**config.mk**
```make
export PLATFORM = sky130hd
export DESIGN_NAME = rect_renderer
export DESIGN_NICKNAME = d
export VERILOG_FILES = /design/src/rtl/render_pkg.sv /design/src/rtl/sync_fifo.sv /design/src/rtl/rect_renderer.sv
export SDC_FILE = /design/constraint.sdc
export NUM_CORES = 1
export LEC_CHECK = 0
export ABC_AREA = 1
export BUFFER_PORTS_ARGS = -buffer_cell sky130_fd_sc_hd__clkbuf_2
export CAP_MARGIN = 20
export CORE_UTILIZATION = 60
export DETAILED_ROUTE_END_ITERATION = 8
export PLACE_DENSITY = 0.8
export SLEW_MARGIN = 5
export SYNTH_ARGS = -nofsm -noshare
export SYNTH_HDL_FRONTEND = slang
export SYNTH_SLANG_ARGS = --single-unit
```
**constraint.sdc**
```tcl
create_clock -name clk -period 4.6 [get_ports clk]
set_clock_uncertainty 0.05 [all_clocks]
set_input_delay 0.92 -clock clk [delete_from_list [all_inputs] [get_ports clk]]
set_output_delay 0.92 -clock clk [all_outputs]
set_load 0.1 [all_outputs]
```
**src/rtl/render_pkg.sv**
```systemverilog
// Shared types for the rectangle renderer: op record layout and FSM states.
// Latency: n/a (types only).
// Backpressure: n/a.
// Contents: rect_op_t (queued fill-rectangle op) and state_t (IDLE/CLEAR/LOAD/DRAW).
package render_pkg;

   // Op fields are sized for the default 640x480 screen. Smaller instances
   // use the same record, so every geometry check is made on full field widths.
   localparam int DEF_HOR = 640;
   localparam int DEF_VER = 480;
   localparam int OP_XW   = $clog2(DEF_HOR);
   localparam int OP_YW   = $clog2(DEF_VER);
   localparam int OP_CW   = 8;   // widest supported PIXEL_WIDTH

   typedef struct packed {
      logic [OP_XW-1:0] x;
      logic [OP_YW-1:0] y;
      logic [OP_XW:0]   w;
      logic [OP_YW:0]   h;
      logic [OP_CW-1:0] color;
   } rect_op_t;

   typedef enum logic [1:0] {IDLE, CLEAR, LOAD, DRAW} state_t;

endpackage

```
**src/rtl/sync_fifo.sv**
```systemverilog
// Pointer-based synchronous FIFO with occupancy count; show-ahead read data.
// Latency: a pushed entry is visible on o_dat the cycle after the push.
// Backpressure: pushes while full and pops while empty are ignored.
// Ports: i_push/i_dat write side, i_pop/o_dat read side, o_full/o_empty status.
module sync_fifo #(
   parameter int WIDTH = 8,
   parameter int DEPTH = 4
) (
   input  logic             clk,
   input  logic             rst_n,
   input  logic             i_push,
   input  logic [WIDTH-1:0] i_dat,
   input  logic             i_pop,
   output logic [WIDTH-1:0] o_dat,
   output logic             o_full,
   output logic             o_empty
);
   localparam int PTRW = $clog2(DEPTH);
   localparam int CNTW = PTRW + 1;

   logic [WIDTH-1:0] r_mem [DEPTH];
   logic [PTRW-1:0]  r_wptr;
   logic [PTRW-1:0]  r_rptr;
   logic [CNTW-1:0]  r_count;
   logic             w_do_push;
   logic             w_do_pop;

   assign o_full    = (r_count == CNTW'(DEPTH));
   assign o_empty   = (r_count == '0);
   assign w_do_push = i_push & ~o_full;
   assign w_do_pop  = i_pop & ~o_empty;
   assign o_dat     = r_mem[r_rptr];

   // Storage carries no reset; only the pointers define validity.
   always_ff @(posedge clk) begin
      if (w_do_push) r_mem[r_wptr] <= i_dat;
   end

   // DEPTH is a power of two, so the pointers wrap on their own.
   always_ff @(posedge clk or negedge rst_n) begin
      if (!rst_n) begin
         r_wptr  <= '0;
         r_rptr  <= '0;
         r_count <= '0;
      end else begin
         if (w_do_push) r_wptr <= r_wptr + 1'b1;
         if (w_do_pop)  r_rptr <= r_rptr + 1'b1;
         case ({w_do_push, w_do_pop})
            2'b10:   r_count <= r_count + 1'b1;
            2'b01:   r_count <= r_count - 1'b1;
            default: r_count <= r_count;
         endcase
      end
   end

endmodule

```
**src/rtl/rect_renderer.sv**
```systemverilog
// Rasterises queued fill-rectangle ops into the back framebuffer, clearing it on every swap.
// Latency: first pixel write 3 ce cycles after an op is accepted by an idle, empty block.
// Backpressure: op_ready drops while the op queue is full; ops are accepted in every state.
// Ports: clk/rst(async, active-low)/ce; swap pulse; op/op_valid/op_ready; wr_en/wr_addr/wr_data; idle.
module rect_renderer
   import render_pkg::*;
#(
   parameter int                     HOR_ACTIVE_PIXELS = 640,
   parameter int                     VER_ACTIVE_PIXELS = 480,
   parameter int                     PIXEL_WIDTH       = 1,
   parameter int                     FIFO_DEPTH        = 4,
   parameter logic [PIXEL_WIDTH-1:0] CLEAR_COLOR       = '0
) (
   input  logic                                                   clk,
   input  logic                                                   rst,
   input  logic                                                   ce,
   input  logic                                                   swap,
   input  rect_op_t                                               op,
   input  logic                                                   op_valid,
   output logic                                                   op_ready,
   output logic                                                   wr_en,
   output logic [$clog2(HOR_ACTIVE_PIXELS*VER_ACTIVE_PIXELS)-1:0] wr_addr,
   output logic [PIXEL_WIDTH-1:0]                                 wr_data,
   output logic                                                   idle
);
   localparam int NPIX = HOR_ACTIVE_PIXELS * VER_ACTIVE_PIXELS;
   localparam int AW   = $clog2(NPIX);
   localparam int XEW  = OP_XW + 2;   // room for x+w without overflow
   localparam int YEW  = OP_YW + 2;

   state_t               r_state;
   logic                 r_swap_pend;
   logic [AW-1:0]        r_cnt;
   logic [OP_XW-1:0]     r_x0;
   logic [OP_XW-1:0]     r_cx;
   logic [OP_YW-1:0]     r_cy;
   logic [XEW-1:0]       r_x_end;
   logic [YEW-1:0]       r_y_end;
   logic [PIXEL_WIDTH-1:0] r_color;
   logic                 r_wr_en;
   logic [AW-1:0]        r_wr_addr;
   logic [PIXEL_WIDTH-1:0] r_wr_data;

   logic                 w_push;
   logic                 w_pop;
   logic                 w_full;
   logic                 w_empty;
   rect_op_t             w_head;
   logic [XEW-1:0]       w_xsum;
   logic [YEW-1:0]       w_ysum;
   logic [XEW-1:0]       w_x_end;
   logic [YEW-1:0]       w_y_end;
   logic                 w_drop;
   logic                 w_cx_last;
   logic                 w_cy_last;
   logic [AW-1:0]        w_draw_addr;
   logic                 w_unused_color;

   assign op_ready = ~w_full;
   assign w_push   = ce & op_valid & ~w_full;
   assign w_pop    = ce & (r_state == LOAD);

   sync_fifo #(
      .WIDTH ($bits(rect_op_t)),
      .DEPTH (FIFO_DEPTH)
   ) u_op_fifo (
      .clk     (clk),
      .rst_n   (rst),
      .i_push  (w_push),
      .i_dat   (op),
      .i_pop   (w_pop),
      .o_dat   (w_head),
      .o_full  (w_full),
      .o_empty (w_empty)
   );

   // Clip the head op against the screen edge at widened precision.
   assign w_xsum  = XEW'(w_head.x) + XEW'(w_head.w);
   assign w_ysum  = YEW'(w_head.y) + YEW'(w_head.h);
   assign w_x_end = (w_xsum > XEW'(HOR_ACTIVE_PIXELS)) ? XEW'(HOR_ACTIVE_PIXELS) : w_xsum;
   assign w_y_end = (w_ysum > YEW'(VER_ACTIVE_PIXELS)) ? YEW'(VER_ACTIVE_PIXELS) : w_ysum;
   assign w_drop  = (w_head.w == '0) || (w_head.h == '0) ||
                    (XEW'(w_head.x) >= XEW'(HOR_ACTIVE_PIXELS)) ||
                    (YEW'(w_head.y) >= YEW'(VER_ACTIVE_PIXELS));

   // Colour bits above PIXEL_WIDTH are ignored by narrow instances.
   assign w_unused_color = ^w_head.color;

   assign w_cx_last   = ((XEW'(r_cx) + XEW'(1)) == r_x_end);
   assign w_cy_last   = ((YEW'(r_cy) + YEW'(1)) == r_y_end);
   assign w_draw_addr = AW'((32'(r_cy) * HOR_ACTIVE_PIXELS) + 32'(r_cx));

   // Registered strobe is masked while ce is low; since everything holds,
   // the same write is re-presented on the next enabled cycle.
   assign wr_en   = r_wr_en & ce;
   assign wr_addr = r_wr_addr;
   assign wr_data = r_wr_data;
   assign idle    = (r_state == IDLE) & w_empty & ~r_swap_pend;

   always_ff @(posedge clk or negedge rst) begin
      if (!rst) begin
         r_state     <= IDLE;
         r_swap_pend <= 1'b0;
         r_cnt       <= '0;
         r_x0        <= '0;
         r_cx        <= '0;
         r_cy        <= '0;
         r_x_end     <= '0;
         r_y_end     <= '0;
         r_color     <= '0;
         r_wr_en     <= 1'b0;
         r_wr_addr   <= '0;
         r_wr_data   <= '0;
      end else if (ce) begin
         r_wr_en <= 1'b0;
         case (r_state)
            IDLE: begin
               // A pending clear wins over queued ops.
               if (r_swap_pend) begin
                  r_state     <= CLEAR;
                  r_swap_pend <= 1'b0;
                  r_cnt       <= '0;
               end else if (!w_empty) begin
                  r_state <= LOAD;
               end
            end
            CLEAR: begin
               r_wr_en   <= 1'b1;
               r_wr_addr <= r_cnt;
               r_wr_data <= CLEAR_COLOR;
               if (swap) begin
                  r_cnt <= '0;                 // new swap: start the clear over
               end else if (r_cnt == AW'(NPIX - 1)) begin
                  r_state <= IDLE;
               end else begin
                  r_cnt <= r_cnt + 1'b1;
               end
            end
            LOAD: begin
               if (w_drop) begin
                  r_state <= IDLE;
               end else begin
                  r_x0    <= w_head.x;
                  r_cx    <= w_head.x;
                  r_cy    <= w_head.y;
                  r_x_end <= w_x_end;
                  r_y_end <= w_y_end;
                  r_color <= PIXEL_WIDTH'(w_head.color);
                  r_state <= DRAW;
               end
            end
            DRAW: begin
               r_wr_en   <= 1'b1;
               r_wr_addr <= w_draw_addr;
               r_wr_data <= r_color;
               if (w_cx_last) begin
                  r_cx <= r_x0;
                  if (w_cy_last) r_state <= IDLE;
                  else           r_cy    <= r_cy + 1'b1;
               end else begin
                  r_cx <= r_cx + 1'b1;
               end
            end
            default: r_state <= IDLE;
         endcase
         // Swaps outside CLEAR are remembered; inside CLEAR they restart it.
         if (swap && (r_state != CLEAR)) r_swap_pend <= 1'b1;
      end
   end

endmodule
```
==> results of run 1 <==
routing by layer:
metal	vias up	track usage (%)	wire, µm
li1	5360	-	-
met1	5061	34.6	12900
met2	346	45.1	14600
met3	68	3.73	1880
met4	0	8.96	966
met5	-	0	0
synth_stat cells, types with 13 or more instances:
cell	instances	share of area, %
o21ai_0	76	2.7
dfrtp_1	103	19
nand3_1	122	4.4
a21oi_1	58	2.1
nand2_1	458	12
edfxtp_1	164	35
nor2_1	134	3.6
clkbuf_1	14	0.38
buf_2	23	0.83
ha_1	44	4.0
inv_1	165	4.4
nand4_1	37	1.7
o21ai_1	24	0.86
nor3_1	13	0.47
xor2_1	32	2.0
state kept, by name, indices dropped and copies added, names as in the netlist:
signal	cells
r_cnt	19
r_color	1
u_op_fifo.r_mem	164
r_cx	10
u_op_fifo.r_rptr	2
r_y_end	11
r_x_end	12
r_cy	9
r_x0	10
wr_addr	19
r_wr_en	1
u_op_fifo.r_count	3
u_op_fifo.r_wptr	2
r_state	2
r_swap_pend	1
wr_data	1
cell type report:
class                      count  area [µm²]  area share [%]
clock buffer                  37         764            4.98
clock inverter                13         139           0.904
inverter                     170         638            4.15
multi-input combinational   1080        5510            35.8
sequential                   267        7500            48.8
tap                          285         357            2.32
timing repair buffer          83         455            2.96
report_power, final:
| group | internal (mW) | switching, mW |
|---|---|---|
| Combinational | 1.83 | 4.20 |
| Sequential | 3.05 | 0.361 |
| Clock | 1.28 | 0.909 |
| Total | 6.16 | 5.47 |
cell families after synthesis:
kind of cell	after synthesis
adders and majority gates	49
DFF	267
buffers and inverters	226
xor gates and xnor gates	39
AOI/OAI and AO/OA	198
muxes	1
and+or+nand+nor	793
worst paths after layout:
check	from	endpoint	slack [ns]
min in group clk	wr_addr[15]$_DFFE_PN0P_	wr_addr[15]$_DFFE_PN0P_	0.43
max in group asynchronous	rst	u_op_fifo.r_count[1]$_DFFE_PN0P_	3.23
min reg2reg	wr_addr[15]$_DFFE_PN0P_	wr_addr[15]$_DFFE_PN0P_	0.43
max reg2reg	u_op_fifo.r_rptr[0]$_DFFE_PN0P_	r_x_end[8]$_DFFE_PN0P_	0.95
max	u_op_fifo.r_rptr[0]$_DFFE_PN0P_	r_x_end[8]$_DFFE_PN0P_	0.95
min	rst	r_y_end[7]$_DFFE_PN0P_	0.39
through the flow:
step           area, µm²  total power [mW]
5_1_grt            15400              12.6
2_1_floorplan      13900              8.20
3_3_place_gp       14500              9.23
4_1_cts            15400              11.7
3_5_place_dp       14500              9.41
6_report           15400              11.6
layout by cell type (no fill, tap or decap), types with 6 or more instances in the layout:
master	instances
nand2_1	458
inv_1	165
edfxtp_1	164
nor2_1	130
nand3_1	122
dfrtp_1	102
o21ai_0	76
clkbuf_2	67
a21oi_1	58
ha_1	44
nand4_1	37
xor2_1	32
clkbuf_16	28
o21ai_1	24
buf_4	16
nor3_1	13
o22ai_1	9
nand3b_1	9
a32oi_1	7
xnor2_1	7
clkbuf_1	6
worst max-delay path, cell delays in order, from the launching register on:
cell      delay, ns
dfrtp_2        0.36
buf_4          0.62
nand2_1        0.11
a32oi_1        0.44
ha_1           0.25
inv_1          0.06
fa_1           0.38
nand3b_1       0.19
nand2_1        0.10
nand2_1        0.07
nand2_1        0.08
nand3_1        0.07
nand2_1        0.10
nand2_1        0.07
nand2_1        0.06
nand3_1        0.06
nand2_1        0.10
nand2_1        0.17
o21ai_0        0.20
==> summary.md, run 1 <==
| Metric | Value |
|---|---|
| DRT antenna net count | `0` |
| CTS Buf Count | `28` |
| First-pass GRT wire length | `49900 µm` |
| Syn Nets | `1675` |
| Main flop type after synthesis | `edfxtp_1` |
| Starting DRT DRC Count | `768` |
| Max-slew violations | `0` |
| Post-CTS Setup Inserts | `0` |
| Clock Path Buffers | `3` |
| RSZ-0062 raised after global routing | `false` |
| Root Driver | `clkbuf_16` |
| WP data required | `5.03 ns` |
| Yosys cell types | `50` |
| Synth Area in Simple Gates | `24.2%` |
| Worst-margin pin slew | `1.01 ns` |
| TNS Setup | `0 ns` |
| Ports | `76` |
| Drt first pass iters | `5` |
| DRC errors left | `0` |
| Fin Hold WS | `0.390 ns` |
| Die outline height | `154 µm` |
| Synthesized area | `13900 µm²` |
| Clock latency at the later pin of the worst-skew pair | `0.57 ns` |
| Aggregate routed wire length | `30300 µm` |
| CTS-repair resized insts | `0` |
| Core area | `22700 µm²` |
| PwrDens | `757 nW/µm²` |
| Number of synthesized flops with an enable pin | `164` |
| Finished Layout Cells | `1935` |
| Detailed placer's ending HPWL | `20500 µm` |
| TritonCTS Sinks | `267` |
| Filler cells | `1777` |
| Drt wl/cell | `15.7 µm` |
| Slew HR | `32.5%` |
| Worst Setup End Kind | `flip-flop` |
| Vias in the first global route | `10300` |
| Layout cell share with drive strength beyond 1 | `9.03%` |
| Vias after detailed routing | `10800` |
| Max Clk Rate | `274 MHz` |
| Cell count after synthesis | `1573` |
| Ys async rst share | `38.6%` |
| Largest net degree at the start of global routing | `80` |
| Placer Congestion | `0.917` |
| Tcrit/Tclk final | `79.3%` |
| FP Rows | `55` |
| Total grt overflow | `0` |
| Number of synthesized register bits | `267` |
| Final hold vios | `0` |
| Status | `finished, final reports clean` |
| Initial core utilization | `61.3%` |
| Buffers added on ports | `68` |
| Max IR drop VDD | `0.390 mV` |
| CTS H-tree depth | `1` |
| GRT Util Overall | `26.3%` |
| Max_cap viols | `0` |
| Utilization after layout | `67.6%` |
| Synthesis warning total | `0` |
| Drt via density | `5.60` |
| Die ar. | `23800 µm²` |
| Final worst setup slack | `0.954 ns` |
| Quantity of hold-fixing buffers added after cts | `0` |
| Post-synthesis xor/xnor area fraction | `2.45%` |
| Die width | `154 µm` |
| Dpl cells | `1885` |
| # nets final | `1732` |
| Mapped Avg Cell Area | `8.86 µm²` |
| Setup violations, final | `0` |
| CTS tree | `done` |
| Synth Area in Compound Gates | `7.86%` |
| Seq/Total Area, Yosys | `53.8%` |
| Reg clk slew, reported paths | `0.06 ns` |
| Fin crit period | `3.65 ns` |
| Antenna diodes | `0` |
| Worst EP arrival | `4.08 ns` |
| Crit Path Category | `reg -> reg` |
| Pre-CTS WS | `0.979 ns` |
| CP startpoint kind | `flip-flop` |
| Initial antenna violation count | `0` |
| Crit Path Max Fanout | `79` |
| R2R cell count | `18` |
| Main combinational cell family by area after synthesis | `simple AND/OR/NAND/NOR gates` |
| P_leak | `6.83 nW` |
| HP Class | `in -> async` |
| Post-synthesis mux area share | `0.0718%` |
| Synth-to-layout area growth | `10.3%` |
| Adder-cell share of the synthesized area | `4.67%` |
Note: power is estimated with default switching activity, not from simulation.
==> inputs of run 2 (changes only) <==
--- a/config.mk
+++ b/config.mk
@@ -8,9 +8,9 @@
 export ABC_AREA = 1
 export BUFFER_PORTS_ARGS = -buffer_cell sky130_fd_sc_hd__clkbuf_2
 export CAP_MARGIN = 20
-export CORE_UTILIZATION = 60
+export CORE_UTILIZATION = 56
 export DETAILED_ROUTE_END_ITERATION = 8
-export PLACE_DENSITY = 0.8
+export PLACE_DENSITY = 0.78
 export SLEW_MARGIN = 5
 export SYNTH_ARGS = -nofsm -noshare
 export SYNTH_HDL_FRONTEND = slang
==> constraint.sdc (replaced) <==
create_clock -name clk -period 3.15 [get_ports clk]
set_clock_uncertainty 0.05 [all_clocks]
set_input_delay 0.63 -clock clk [delete_from_list [all_inputs] [get_ports clk]]
set_output_delay 0.63 -clock clk [all_outputs]
set_load 0.1 [all_outputs]
==> run 2 against run 1 <==
- count of clock-buffer cells in the layout fell by 1
- critical path depth fell by 1
- routed wire length rose by 6.4%
- critical endpoint is now r_y_end[3]$_DFFE_PN0P_
- largest power group unchanged
==> summary.md, run 2 (synthesis results as in run 1) <==
| Metric | Value |
|---|---|
| Core area | `24400 µm²` |
| Reg clk slew, reported paths | `0.06 ns` |
| Ports | `76` |
| Synth-to-layout area growth | `14.5%` |
| Worst EP arrival | `3.44 ns` |
| Utilization after layout | `65.4%` |
| Multi-input gate area | `5620 µm²` |
| Die outline height | `160 µm` |
| Max IR drop VDD | `0.712 mV` |
| Fin crit period | `2.99 ns` |
| Aggregate routed wire length | `32300 µm` |
| Max Clk Rate | `334 MHz` |
| Tcrit/Tclk final | `95.0%` |
| Finished Layout Cells | `2016` |
| Vias in the first global route | `10500` |
| # nets final | `1772` |
| CTS tree | `done` |
| Buffers added on ports | `68` |
| P_leak | `7.08 nW` |
| Register cell area after layout | `7500 µm²` |
| GRT Util Overall | `25.0%` |
| Most frequent cells in the layout | `452 x nand2_1, 165 x inv_1, 164 x edfxtp_1` |
| Initial core utilization | `57.1%` |
| Setup violations, final | `0` |
| Clock Path Buffers | `3` |
| Top reg by flops | `u_op_fifo.r_mem` |
| Drt first pass iters | `5` |
| Drt wl/cell | `16.0 µm` |
| Placer Congestion | `0.926` |
| Commonest non-fill, non-tap cell in the layout | `nand2_1` |
| Filler cells | `1914` |
| Crit Path Max Fanout | `32` |
| Dpl cells | `1956` |
| DRT antenna net count | `0` |
| Worst-margin pin slew | `0.646 ns` |
| WP data required | `3.59 ns` |
| CTS H-tree depth | `1` |
| Crit Path Category | `reg -> reg` |
| Clock latency at the later pin of the worst-skew pair | `0.56 ns` |
| First-pass GRT wire length | `51500 µm` |
| Die ar. | `25500 µm²` |
| Critical R2R Launch | `u_op_fifo.r_rptr[0]$_DFFE_PN0P_` |
| PwrDens | `1130 nW/µm²` |
| Vias after detailed routing | `11100` |
| Die width | `160 µm` |
| DRC errors left | `0` |
| Final hold vios | `0` |
| Drt via density | `5.49` |
| CP startpoint kind | `flip-flop` |
| Max-slew violations | `0` |
| Worst Setup SP | `u_op_fifo.r_rptr[0]$_DFFE_PN0P_` |
| Slew HR | `57.0%` |
| Detailed placer's ending HPWL | `21600 µm` |
| Largest net degree at the start of global routing | `65` |
| Root Driver | `clkbuf_16` |
| Max FFs per register | `164` |
| Worst hold start | `op[24]` |
| Max_cap viols | `0` |
| FP Rows | `57` |
| Initial antenna violation count | `0` |
| Status | `finished, final reports clean` |
| Antenna diodes | `0` |
| CTS Buf Count | `28` |
| Worst Setup End Kind | `flip-flop` |
| Layout cell share with drive strength beyond 1 | `12.7%` |
| TritonCTS Sinks | `267` |
| Total grt overflow | `0` |
| Starting DRT DRC Count | `901` |
| HP Class | `in -> reg` |
run 2: metrics by stage:
stage | hold WS [ns] | power [mW] | TNS [ns] | instance area [µm²] | setup slack [ns]
final | 0.236 | 18.1 | 0 | 15900 | 0.157
after global routing | 0.227 | 19.4 | -0.355 | 15900 | -0.0547
after floorplan | 0.284 | 12.0 | -38.13 | 13900 | -0.232
after global placement | 0.405 | 14.0 | 0 | 14800 | 0.125
after CTS | 0.221 | 17.5 | 0 | 15700 | 0.0499
after detailed placement | 0.416 | 14.3 | 0 | 14800 | 0.0683
run 2: area by class of cell:
class,instances,share of cell area (%)
Clock buffer,36,4.71
Clock inverter,16,0.800
Inverter,170,4.08
Multi-Input combinational cell,1080,35.2
Sequential cell,267,47.1
Tap cell,324,2.54
Timing Repair Buffer,123,5.60
run 2: power breakdown:
part / switching (mW) / internal (mW) / total, mW / leakage (nW)
Combinational: 6.59 / 3.31 / 9.90 / 3.85
Sequential: 0.553 / 4.46 / 5.01 / 2.80
Clock: 1.38 / 1.77 / 3.15 / 0.430
Total: 8.52 / 9.53 / 18.1 / 7.08
run 2: what timing repair did:
action	CTS	global route
hold buffers	1	0
resized for setup	0	35
buffers inserted	0	5
hold endpoints to repair	32	0
endpoints found under the setup margin	0	17
run 2: layer usage:
| metal | global-route usage (%) | wire, µm | vias to the layer above | share of wire [%] |
|---|---|---|---|---|
| met5 | 0 | 0 | - | 0 |
| met4 | 7.39 | 828 | 0 | 2.6 |
| met3 | 2.75 | 1890 | 60 | 5.9 |
| met2 | 42.9 | 15900 | 384 | 49 |
| met1 | 33.5 | 13600 | 5185 | 42 |
| li1 | - | - | 5445 | - |
run 2: path summary, 6_finish.rpt:
check / slack, ns / to / cells past startpoint
max: 0.16 / r_y_end[3]$_DFFE_PN0P_ / 17
min: 0.24 / u_op_fifo.r_mem[3][24]$_DFFE_PP_ / 1
max reg2reg: 0.16 / r_y_end[3]$_DFFE_PN0P_ / 17
min reg2reg: 0.43 / r_wr_en$_DFFE_PN0P_ / 2
max in group asynchronous: 1.79 / r_x0[4]$_DFFE_PN0P_ / 3
min in group asynchronous: 0.52 / wr_addr[17]$_DFFE_PN0P_ / 2
run 2: critical path, cell delays in order, from the launching register on:
cell and delay [ns]:
dfrtp_2 0.45, buf_12 0.15, clkbuf_16 0.20, nor2_2 0.12
o22ai_1 0.08, buf_4 0.16, ha_2 0.21, fa_2 0.36
nand3_1 0.13, nand2_2 0.10, a21oi_2 0.16, xor2_1 0.24
nor2_1 0.07, nand4_1 0.13, nand2_2 0.11, nor2_2 0.09
nand2_1 0.05, nand2_1 0.06
==> inputs of run 3 (changes only) <==
--- a/config.mk
+++ b/config.mk
@@ -8,9 +8,10 @@
 export ABC_AREA = 1
 export BUFFER_PORTS_ARGS = -buffer_cell sky130_fd_sc_hd__clkbuf_2
 export CAP_MARGIN = 20
-export CORE_UTILIZATION = 56
+export CORE_UTILIZATION = 45
+export CTS_BUF_LIST = sky130_fd_sc_hd__clkbuf_16
 export DETAILED_ROUTE_END_ITERATION = 8
-export PLACE_DENSITY = 0.78
+export PLACE_DENSITY = 0.65
 export SLEW_MARGIN = 5
 export SYNTH_ARGS = -nofsm -noshare
 export SYNTH_HDL_FRONTEND = slang
==> run 3 against run 2 <==
- count of clock-buffer cells in the layout down 5
- critical path depth down 1
- critical path type unchanged
- final area up 2.9%
- via count down 0.57%
- routed wire length up 4.6%
- combinational power up 5%
- power up 3.9%
- register-to-register slack worse by 0.02 ns
- clock power up 6.3%
- non-clock buffer count up 11
==> summary.md, run 3 (synthesis results as in run 1) <==
| Metric | Value |
|---|---|
| Status | `finished, final reports clean` |
| Layout cell share with drive strength beyond 1 | `14.3%` |
| Most frequent cells in the layout | `445 x nand2_1, 172 x inv_1, 164 x edfxtp_1` |
| Crit Path Category | `reg -> reg` |
| DRC errors left | `0` |
| Initial core utilization | `45.7%` |
| PwrDens | `1140 nW/µm²` |
| Fin crit period | `3.01 ns` |
| Crit-path max cell delay | `0.56 ns` |
| Register cell area after layout | `7500 µm²` |
| Aggregate routed wire length | `33700 µm` |
| Starting DRT DRC Count | `797` |
| Top reg by flops | `u_op_fifo.r_mem` |
| Crit Path Max Fanout | `12` |
| Slew HR | `55.7%` |
| Post-route cell area | `16400 µm²` |
| Vias after detailed routing | `11000` |
| Critical Path End | `r_y_end[3]$_DFFE_PN0P_` |
| Filler cells | `2736` |
| GRT Util Overall | `20.8%` |
| Worst Setup SP | `u_op_fifo.r_rptr[0]$_DFFE_PN0P_` |
| Clock Path Buffers | `3` |
| CP startpoint kind | `flip-flop` |
| DP Area | `14900 µm²` |
| R2R cell count | `16` |
| DRT antenna net count | `0` |
| Fin Hold WS | `0.0332 ns` |
| Drt first pass iters | `7` |
| Total grt overflow | `0` |
| Crit-path cells | `buf_4, clkbuf_16, o21ai_0, o22ai_1, buf_4, ha_2, a21oi_2, nand2_4, xor2_1, nor2_1, nor2_1, nand4_1, nand2_2, nor2_1, nand2_1, nand2_1` |
| Worst Setup End Kind | `flip-flop` |
| Placer Congestion | `0.928` |
| Max-slew violations | `0` |
| TNS Setup | `0 ns` |
| CTS H-tree depth | `1` |
| Max Clk Rate | `332 MHz` |
| Worst-margin pin slew | `0.664 ns` |
| Die width | `178 µm` |
| Detailed placer's ending HPWL | `22000 µm` |
| Drt via density | `5.23` |
| R2R Path End | `r_y_end[3]$_DFFE_PN0P_` |
| Ports | `76` |
| Buffers added on ports | `68` |
| # nets final | `1787` |
| FP Rows | `64` |
| Commonest non-fill, non-tap cell in the layout | `nand2_1` |
| Clock latency at the later pin of the worst-skew pair | `0.59 ns` |
| Largest net degree at the start of global routing | `71` |
| WP data required | `3.58 ns` |
| RSZ-0062 raised after global routing | `true` |
| Die outline height | `178 µm` |
| CTS tree | `done` |
| Drt wl/cell | `16.0 µm` |
| Initial antenna violation count | `0` |
| Vias in the first global route | `10200` |
| Multi-input gate area | `5740 µm²` |
| Setup violations, final | `0` |
| Antenna diodes | `0` |
| Synth-to-layout area growth | `17.8%` |
| CP most frequent cell | `nor2_1` |
| P_leak | `7.25 nW` |
| Worst reg2reg setup slack | `0.14 ns` |
| Worst EP arrival | `3.44 ns` |
| Critical R2R Launch | `u_op_fifo.r_rptr[0]$_DFFE_PN0P_` |
| Root Driver | `clkbuf_16` |
| Max FFs per register | `164` |
| Max IR drop VDD | `0.554 mV` |
| Slowest CP cell | `dfrtp_2` |
| Reg clk slew, reported paths | `0.06 ns` |
| Tcrit/Tclk final | `95.7%` |
| HP Class | `in -> async` |
| Final hold vios | `0` |
| TritonCTS Sinks | `267` |
| Final Total Pwr | `18.8 mW` |
| First-pass GRT wire length | `52100 µm` |
| Max_cap viols | `0` |
| CTS Buf Count | `30` |
| Die ar. | `31700 µm²` |
| Core area | `30500 µm²` |
| Quantity of hold-fixing buffers added after cts | `0` |
[run 3: critical path, delay by kind of cell (launching register included)]
family / cells / cell delay [ns]
compound gates: 3 / 0.51
fa+ha+maj: 1 / 0.31
simple gates: 8 / 0.71
buf+inv: 3 / 0.56
xor+xnor: 1 / 0.19
flops: 1 / 0.56
[run 3: final cells by class]
type | count | area share [%]
repair inverters | 1 | 0.0381
multi-input cells | 1081 | 35.0
clock inverters | 25 | 1.12
well taps | 396 | 3.02
repair buffers | 134 | 6.49
flip-flops and latches | 267 | 45.7
inverters | 170 | 3.93
clock buffers | 31 | 4.73
[run 3: timing repair]
item                       CTS  global route
gates cloned                 1             6
setup endpoints to repair   11            19
hold endpoints to repair     0             0
resized for setup            2            56
pin swaps                    1            18
buffers inserted             0            16
[run 3: per-layer routing]
| metal | track usage, % | routed length [µm] |
|---|---|---|
| met1 | 28.2 | 15300 |
| met2 | 35.1 | 16200 |
| met3 | 2.89 | 1550 |
| met4 | 5.13 | 680 |
| met5 | 0 | 0 |
[run 3: how the worst min path moves through the flow]
stage	start	endpoint	slack, ns	cells after the start
final	rst	r_x0[9]$_DFFE_PN0P_	0.03	2
after global routing	rst	r_x0[8]$_DFFE_PN0P_	0.05	2
after CTS	rst	r_y_end[3]$_DFFE_PN0P_	0.02	2
after floorplan	rst	r_cnt[0]$_DFFE_PN0P_	0.28	0
after detailed placement	wr_addr[8]$_DFFE_PN0P_	wr_addr[8]$_DFFE_PN0P_	0.42	2
after global placement	r_wr_en$_DFFE_PN0P_	r_wr_en$_DFFE_PN0P_	0.40	2
[run 3: per-stage QoR]
step / worst slack (ns) / instances / util (%)
after floorplan: -0.232 / 1573 / -
after global placement: 0.0249 / 2026 / 49.0
after detailed placement: 0.00367 / 2026 / 49.0
after CTS: 0.0337 / 2083 / 52.2
after global routing: -0.0642 / 2105 / 53.8
final: 0.136 / 2105 / 53.8
[run 3: power by group]
group / switching [mW] / internal, mW
logic: 6.74 / 3.66
registers: 0.558 / 4.45
clock network: 1.41 / 1.94
total: 8.71 / 10.0
